**src/rtl/rgb_pkg.sv**
```systemverilog
// rtl/rgb_pkg.sv - shared widths and slice positions for the rgb pwm driver
package rgb_pkg;

    localparam int CH_W       = 8;
    localparam int RGB_W      = 24;
    localparam int R_MSB      = 23;
    localparam int G_MSB      = 15;
    localparam int B_MSB      = 7;
    localparam int PWM_PERIOD = 256;

    localparam logic [CH_W-1:0] CNT_MAX = CH_W'(PWM_PERIOD - 1);

    function automatic logic [CH_W-1:0] ch_slice(input logic [RGB_W-1:0] word, input int msb);
        return word[msb -: CH_W];
    endfunction

endpackage

```
**src/rtl/pwm_channel.sv**
```systemverilog
// rtl/pwm_channel.sv - one LED channel: duty register plus registered compare output
module pwm_channel
    import rgb_pkg::*;
(
    input  logic            clk,
    input  logic            rst_n,
    input  logic            enable,
    input  logic [CH_W-1:0] cnt,
    input  logic            duty_load,
    input  logic [CH_W-1:0] duty_in,
    output logic            pwm
);

    logic [CH_W-1:0] duty_q, duty_d;
    logic            pwm_q, pwm_d;

    always_comb begin
        duty_d = duty_q;
        if (duty_load) begin
            duty_d = duty_in;
        end
        // compare uses the duty in force this cycle, so a reload only affects the next period
        pwm_d = enable && (cnt < duty_q);
    end

    always_ff @(posedge clk or negedge rst_n) begin
        if (!rst_n) begin
            duty_q <= '0;
            pwm_q  <= 1'b0;
        end else begin
            duty_q <= duty_d;
            pwm_q  <= pwm_d;
        end
    end

    assign pwm = pwm_q;

endmodule

```
**src/rtl/rgb_pwm_driver.sv**
```systemverilog
// rtl/rgb_pwm_driver.sv - three-channel 8-bit pwm with period-boundary double buffering
module rgb_pwm_driver
    import rgb_pkg::*;
#(
    parameter int PRESCALE = 4
) (
    input  logic             clk,
    input  logic             rst_n,
    input  logic             enable,
    input  logic [RGB_W-1:0] rgb,
    input  logic             load,
    output logic             pending,
    output logic             period_start,
    output logic             pwm_r,
    output logic             pwm_g,
    output logic             pwm_b
);

    localparam int PRE_W = (PRESCALE > 1) ? $clog2(PRESCALE) : 1;
    localparam logic [PRE_W-1:0] PRE_MAX = PRE_W'(PRESCALE - 1);

    logic [PRE_W-1:0] pre_cnt_q, pre_cnt_d;
    logic [CH_W-1:0]  pwm_cnt_q, pwm_cnt_d;
    logic [RGB_W-1:0] pend_data_q, pend_data_d;
    logic             pending_q, pending_d;
    logic             period_start_q, period_start_d;
    logic             tick;
    logic             boundary;
    logic             duty_load;

    assign tick     = enable && (pre_cnt_q == PRE_MAX);
    assign boundary = tick && (pwm_cnt_q == CNT_MAX);
    // while disabled a waiting colour is applied at once so the first enabled period uses it
    assign duty_load = pending_q && (boundary || !enable);

    always_comb begin
        pre_cnt_d      = '0;
        pwm_cnt_d      = '0;
        pend_data_d    = pend_data_q;
        pending_d      = pending_q;
        period_start_d = boundary;

        if (enable) begin
            pre_cnt_d = tick ? '0 : pre_cnt_q + 1'b1;
            pwm_cnt_d = tick ? pwm_cnt_q + 1'b1 : pwm_cnt_q;
        end

        // a load on the transfer edge wins: duty takes the old data, the new word stays pending
        if (load) begin
            pend_data_d = rgb;
            pending_d   = 1'b1;
        end else if (duty_load) begin
            pending_d   = 1'b0;
        end
    end

    always_ff @(posedge clk or negedge rst_n) begin
        if (!rst_n) begin
            pre_cnt_q      <= '0;
            pwm_cnt_q      <= '0;
            pend_data_q    <= '0;
            pending_q      <= 1'b0;
            period_start_q <= 1'b0;
        end else begin
            pre_cnt_q      <= pre_cnt_d;
            pwm_cnt_q      <= pwm_cnt_d;
            pend_data_q    <= pend_data_d;
            pending_q      <= pending_d;
            period_start_q <= period_start_d;
        end
    end

    pwm_channel u_ch_r (
        .clk       (clk),
        .rst_n     (rst_n),
        .enable    (enable),
        .cnt       (pwm_cnt_q),
        .duty_load (duty_load),
        .duty_in   (ch_slice(pend_data_q, R_MSB)),
        .pwm       (pwm_r)
    );

    pwm_channel u_ch_g (
        .clk       (clk),
        .rst_n     (rst_n),
        .enable    (enable),
        .cnt       (pwm_cnt_q),
        .duty_load (duty_load),
        .duty_in   (ch_slice(pend_data_q, G_MSB)),
        .pwm       (pwm_g)
    );

    pwm_channel u_ch_b (
        .clk       (clk),
        .rst_n     (rst_n),
        .enable    (enable),
        .cnt       (pwm_cnt_q),
        .duty_load (duty_load),
        .duty_in   (ch_slice(pend_data_q, B_MSB)),
        .pwm       (pwm_b)
    );

    assign pending      = pending_q;
    assign period_start = period_start_q;

endmodule

```
**config.mk**
```make
export PLATFORM = sky130hd
export DESIGN_NAME = rgb_pwm_driver
export DESIGN_NICKNAME = d
export VERILOG_FILES = /design/src/rtl/rgb_pkg.sv /design/src/rtl/pwm_channel.sv /design/src/rtl/rgb_pwm_driver.sv
export SDC_FILE = /design/constraint.sdc
export NUM_CORES = 1
export LEC_CHECK = 0
export CORE_MARGIN = 4
export CORE_UTILIZATION = 50
export CTS_CLUSTER_SIZE = 20
export DETAILED_ROUTE_END_ITERATION = 8
export PLACE_DENSITY = 0.69
export SLEW_MARGIN = 15
export SYNTH_ARGS = -nofsm -noshare
export SYNTH_HDL_FRONTEND = slang
export SYNTH_SLANG_ARGS = --single-unit
export TNS_END_PERCENT = 50
```
**constraint.sdc**
```tcl
create_clock -name clk -period 1.73 [get_ports clk]
set_input_delay 0.2595 -clock clk [delete_from_list [all_inputs] [get_ports clk]]
set_output_delay 0.2595 -clock clk [all_outputs]
set_load 0.01 [all_outputs]
```
* After elaboration in Yosys (flattened, before gate mapping)
Index checks and enable logic that the tools add are counted.
Word-level totals: bits in registers 63, bits of input ports 28, output and inout bits 5, logic and storage cells 34
Operators by class: add/sub/neg operators 2, magnitude comparators 3, equality and inequality tests 3, muxes and demuxes 6, reduce and logical (&&, ||, !) cells 9
Operators by type and width (number):
- $lt 8x8->1 | 3
- $mux 8 | 2
- $add 8x1->8 const B | 1
- $eq 8x8->1 const B | 1
- $logic_and 1x1->1 | 6
- $mux 2 | 2
- $add 2x1->2 const B | 1
- $eq 2x2->1 const B | 1
- $mux 1 | 2
- $ne 2x1->1 const B | 1
- $reduce_bool 2->1 | 1
- $logic_not 1->1 | 1
- $logic_or 1x1->1 | 1

* Longest topological paths before layout
word-level depth 7, mapped depth 6, depth with buffers taken out 5

* Hierarchy
A second synthesis with hierarchy kept.
Unflattened totals: cell total of the unflattened synthesis 253, area total of the unflattened synthesis 2895.3 um^2
By module, submodules not included:
- rgb_pwm_driver | instances 1, cells each 100, area each 1422.6 um^2, seq. area each 900.9 um^2
- pwm_channel at u_ch_b ... | instances 2, cells each 51, area each 489.2 um^2, seq. area each 225.2 um^2
- pwm_channel at u_ch_r | instances 1, cells each 51, area each 494.2 um^2, seq. area each 225.2 um^2

* Worst setup path before layout
OpenSTA, ideal clock, no wires.
path kind register to register, start point register pwm_cnt_q[3], end point register u_ch_b.pwm_q (netlist: u_ch_b.pwm), library setup time 0.125 ns, data arrival time 1.436 ns, data required time 1.605 ns, slack 0.169 ns, stages on the path, launching flop included 5, buffers on the path 0, clock period less this slack 1.561 ns, cells stage by stage dfrtp_1 -> ha_1 -> a211oi_1 -> o21ai_0 -> a2111oi_0
Between the ends: longest elaborated chain between the ends 2
RTL lines:
- start: declaration | RTL line rgb_pwm_driver.sv:23 | logic [CH_W-1:0] pwm_cnt_q, pwm_cnt_d;
- start signal: assignment | RTL line rgb_pwm_driver.sv:66 | pwm_cnt_q <= pwm_cnt_d;
- $lt 8x8->1 | RTL line pwm_channel.sv:23 | pwm_d = enable && (cnt < duty_q);
- $logic_and 1x1->1 | RTL line pwm_channel.sv:23
- net u_ch_b.pwm_d | RTL line pwm_channel.sv:15 | logic pwm_q, pwm_d;
- end signal: assignment | RTL line pwm_channel.sv:32 | pwm_q <= pwm_d;
- end: declaration | RTL line pwm_channel.sv:15
The timed path passes the listed nets, and every way through them passes these cells. A chain may end at the register's enable or synchronous reset.

* Worst setup path in the final report
start point register pwm_cnt_q[3], end point register u_ch_r.pwm_q (netlist: u_ch_r.pwm)
Between the ends: longest elaborated chain between the ends 2
RTL lines (RTL line):
- $lt 8x8->1 | pwm_channel.sv:23
- $logic_and 1x1->1 | pwm_channel.sv:23
- net u_ch_r.pwm_d | pwm_channel.sv:15
- end signal: assignment | pwm_channel.sv:32
- end: declaration | pwm_channel.sv:15
The timed path passes the listed nets, and every way through them passes these cells.

==> results.md <==
* Detailed placement HPWL at 4.625 mm
* Global Route Usage Sum at 17.76%
* Top_reg_cell synth: dfrtp_1
* Max FO, Critical Path at 4
* Crit path DAT at 1870 ps
* WP buf/inv at 0
* Non-filler instance count after layout at 423
* Fraction of layout cells with a size suffix above 1 at 22.54%
* Pint at 2.959 mW
* H-tree depth at 3
* M1 WL at 3.321 mm
* Initial DRC count at 100
* Crit path max-delay family: compound AO/OA/AOI/OAI gates
* Antenna cells at 0
* Drt drc at 0
* EDFF count, synth at 0
* Final hold vios at 0
* Largest net degree at the start of global routing at 64
* Vias in the first global route at 2348
* Worst-case clock buffer depth at 2
* Clock power share at 38.4%
* Synth warn at 0
* VDD IR-drop max at 0.7330 mV
* Async set-reset flop share out of synthesis at 100.0%
* Fin crit share at 95.73%
* Num Clock Sinks at 63
* Sequential cell area at 1578 um^2
* Biggest area consumer among synthesized cells: dfrtp_1
* Post-route ant nets at 0
* GPL Wtd Cong at 0.8247
* Setup Fix Bufs, Post-CTS at 0
* Data required time at the worst endpoint at 1940 ps
* Worst Hold Class: reg -> reg
* Num CTS Buffers at 9
* Met2 wire length at 3.172 mm
* First-pass GRT wire length at 11.74 mm
* Min Tclk post-route at 1656 ps
* Via/cell ratio at 5.591
* IO Pins at 33
* RSZ-0062 raised after global routing: no
* Yosys reg bits at 63
* Placed instance area at 3869 um^2
* Sw power at 0.9668 mW
* FP Rows at 29
* Final setup violation count at 0
* Worst R2R Start: pwm_cnt_q[3]$_DFFE_PN0P_
* Combinational share of power at 16.3%
* Sw Share at 24.63%
* Top-count cell post-synth: dfrtp_1
* P&R area growth vs syn at 21.27%
* Synth unique cells at 33
* Placed cell count at 406
* Die height at 90.53 um
* Via Count at 2365
* CTS root buf: clkbuf_8
* Initial antenna violation count at 0
* Skew-Pair Late Insertion Delay at 330 ps
* Max frequency at 603.8 MHz
* Post-layout nets at 392
* Final wirelength at 6.800 mm
* PD cells at 950.4 nW/um^2
* Reg clk slew, reported paths at 70 ps
* Final TNS setup at 0 ps
* Critical path, cell by cell: ha_1 -> a211oi_1 -> o21ai_0 -> a2111oi_2
* Post-synth top area share at 46.29%
* Worst setup path startpoint: pwm_cnt_q[3]$_DFFE_PN0P_
* Hold Crit Start: pre_cnt_q[0]$_DFF_PN0_
* Mapped Nets at 354
* Max_cap viols at 0
* Die width at 90.53 um
* Initial core utilization at 52.44%
* Status: finished, final reports clean
* Slowest CP cell: dfrtp_2
* CP Capture Type: flop
* Worst setup path category: reg -> reg
* CTS tree: yes
* Pre-Repair DR Iteration Count at 4
* Multi-input gate area at 1658 um^2
* Post-synth top cells: 63 x dfrtp_1, 31 x o211ai_1, 26 x nand2_1, 24 x mux2_2, 24 x nand2b_1
* Share of power burned in registers at 45.2%
* Post-synthesis cell count at 303
* Final Skew at 5.796 ps
* Startpoint types: flop
* P_leak at 1.856 nW
* Fin Hold WS at 444.2 ps
* Core ar. at 6495 um^2
* Sequential-to-total area share from yosys stat at 46.29%
* PortBufs at 32
* Top Layer Used: met4
* Die area at 8196 um^2
* Relative slew slack at 73.64%
* Design area at 4130 um^2
* Post-synthesis cell area at 3406 um^2
* CP peak stage delay at 450 ps
* Main area contributors after synthesis: dfrtp_1 46%, ha_1 8.4%, mux2_2 7.9%
* Fill cells at 516
* DR WL/cell at 16.08 um
* Mean Syn Cell Area at 11.24 um^2
* Worst-margin pin slew at 385.4 ps
* GRT overflow at 0
* Wire length on met3 at 238 um
* Slew Limit Fails at 0
## cells by family after synthesis
family / Yosys count / share of synthesized area [%]
xor gates and xnor gates: 4 / 1.029
buffers and inverters: 41 / 5.253
DFF: 63 / 46.29
and+or+nand+nor: 73 / 11.72
muxes: 25 / 8.229
adders and majority gates: 23 / 8.450
AOI/OAI and AO/OA: 74 / 19.03
## registers in the layout, indices dropped and copies added (netlist names)
register       cells
u_ch_g.duty_q      8
pre_cnt_q          2
u_ch_b.pwm         1
pwm_cnt_q          8
u_ch_r.duty_q      8
u_ch_g.pwm         1
u_ch_b.duty_q      8
pending            1
pend_data_q       24
u_ch_r.pwm         1
period_start       1
## power groups by stage
| stage | combinational [mW] | sequential, mW | clock, mW |
|---|---|---|---|
| after floorplan | 0.437 | 1.76 | 0 |
| after CTS | 0.653 | 1.77 | 1.55 |
| after global routing | 0.721 | 1.80 | 1.65 |
| after global placement | 0.623 | 1.79 | 0 |
| final | 0.640 | 1.78 | 1.51 |
| after detailed placement | 0.643 | 1.80 | 0 |
## cell usage in the layout (no fill, tap or decap), drive strengths merged
cell / synthesis / layout
clkbuf: 10 / 14
a2111oi: 3 / 3
nand3: 2 / 2
a211oi: 3 / 3
o21a: 1 / 1
a21o: 1 / 1
buf: 9 / 14
nand2b: 24 / 24
and2: 1 / 1
mux2: 24 / 24
a21oi: 6 / 6
o21ai: 6 / 6
or3: 3 / 3
nand4: 4 / 4
xor2: 3 / 3
o211ai: 51 / 51
nand2: 26 / 26
dlygate4sd3: 0 / 1
nor2: 5 / 5
ha: 23 / 23
dfrtp: 63 / 63
nor2b: 3 / 3
mux2i: 1 / 1
xnor2: 1 / 1
bufinv: 0 / 2
inv: 22 / 22
nor3: 2 / 2
o2111a: 3 / 3
clkdlybuf4s50: 0 / 31
nor3b: 3 / 3
## stage by stage
step	total power [mW]	util, %	worst slack, ps
after floorplan	2.198	-	168.6
after global placement	2.414	59.56	-50.34
after detailed placement	2.444	59.56	-102.2
after CTS	3.981	63.55	35.03
after global routing	4.161	63.59	10.52
final	3.925	63.59	73.85
## path summary, 6_finish.rpt
check / slack (ps) / to / depth (start not counted)
max: 70 / u_ch_r.pwm$_DFF_PN0_ / 4
min: 440 / pre_cnt_q[0]$_DFF_PN0_ / 1
max reg2reg: 70 / u_ch_r.pwm$_DFF_PN0_ / 4
min reg2reg: 440 / pre_cnt_q[0]$_DFF_PN0_ / 1
max in group asynchronous: 970 / u_ch_r.duty_q[6]$_DFFE_PN0P_ / 3
min in group asynchronous: 480 / pwm_cnt_q[6]$_DFFE_PN0P_ / 3
## area by class of cell
class                   count  share of cell area (%)
multi-input cells         199                   40.14
well taps                  77                   2.333
clock buffers              14                   4.423
repair buffers             46                   11.45
clock inverters             2                   1.454
flip-flops and latches     63                   38.20
inverters                  22                   1.999
## metal layers
layer	vias to the layer above	track usage, %
met5	-	0
met4	0	5.357
met2	33	25.94
met3	4	4.667
li1	1166	-
met1	1162	25.75
## worst reg2reg max path, delay by kind of cell, from the launching register on
family | cells | cell delay [ps]
adder cells (fa/ha/maj) | 1 | 330
AO/OA/AOI/OAI | 3 | 760
flip-flops | 1 | 450
## repair_timing
| action | 4_1_cts | 5_1_grt |
|---|---|---|
| hold buffers | 1 | 0 |
| pin swaps | 0 | 1 |
| hold endpoints to repair | 63 | 0 |
| setup endpoints to repair | 1 | 2 |
| gates cloned | 0 | 0 |
| gates resized for setup | 2 | 2 |
(Power assumes the default switching activity.)
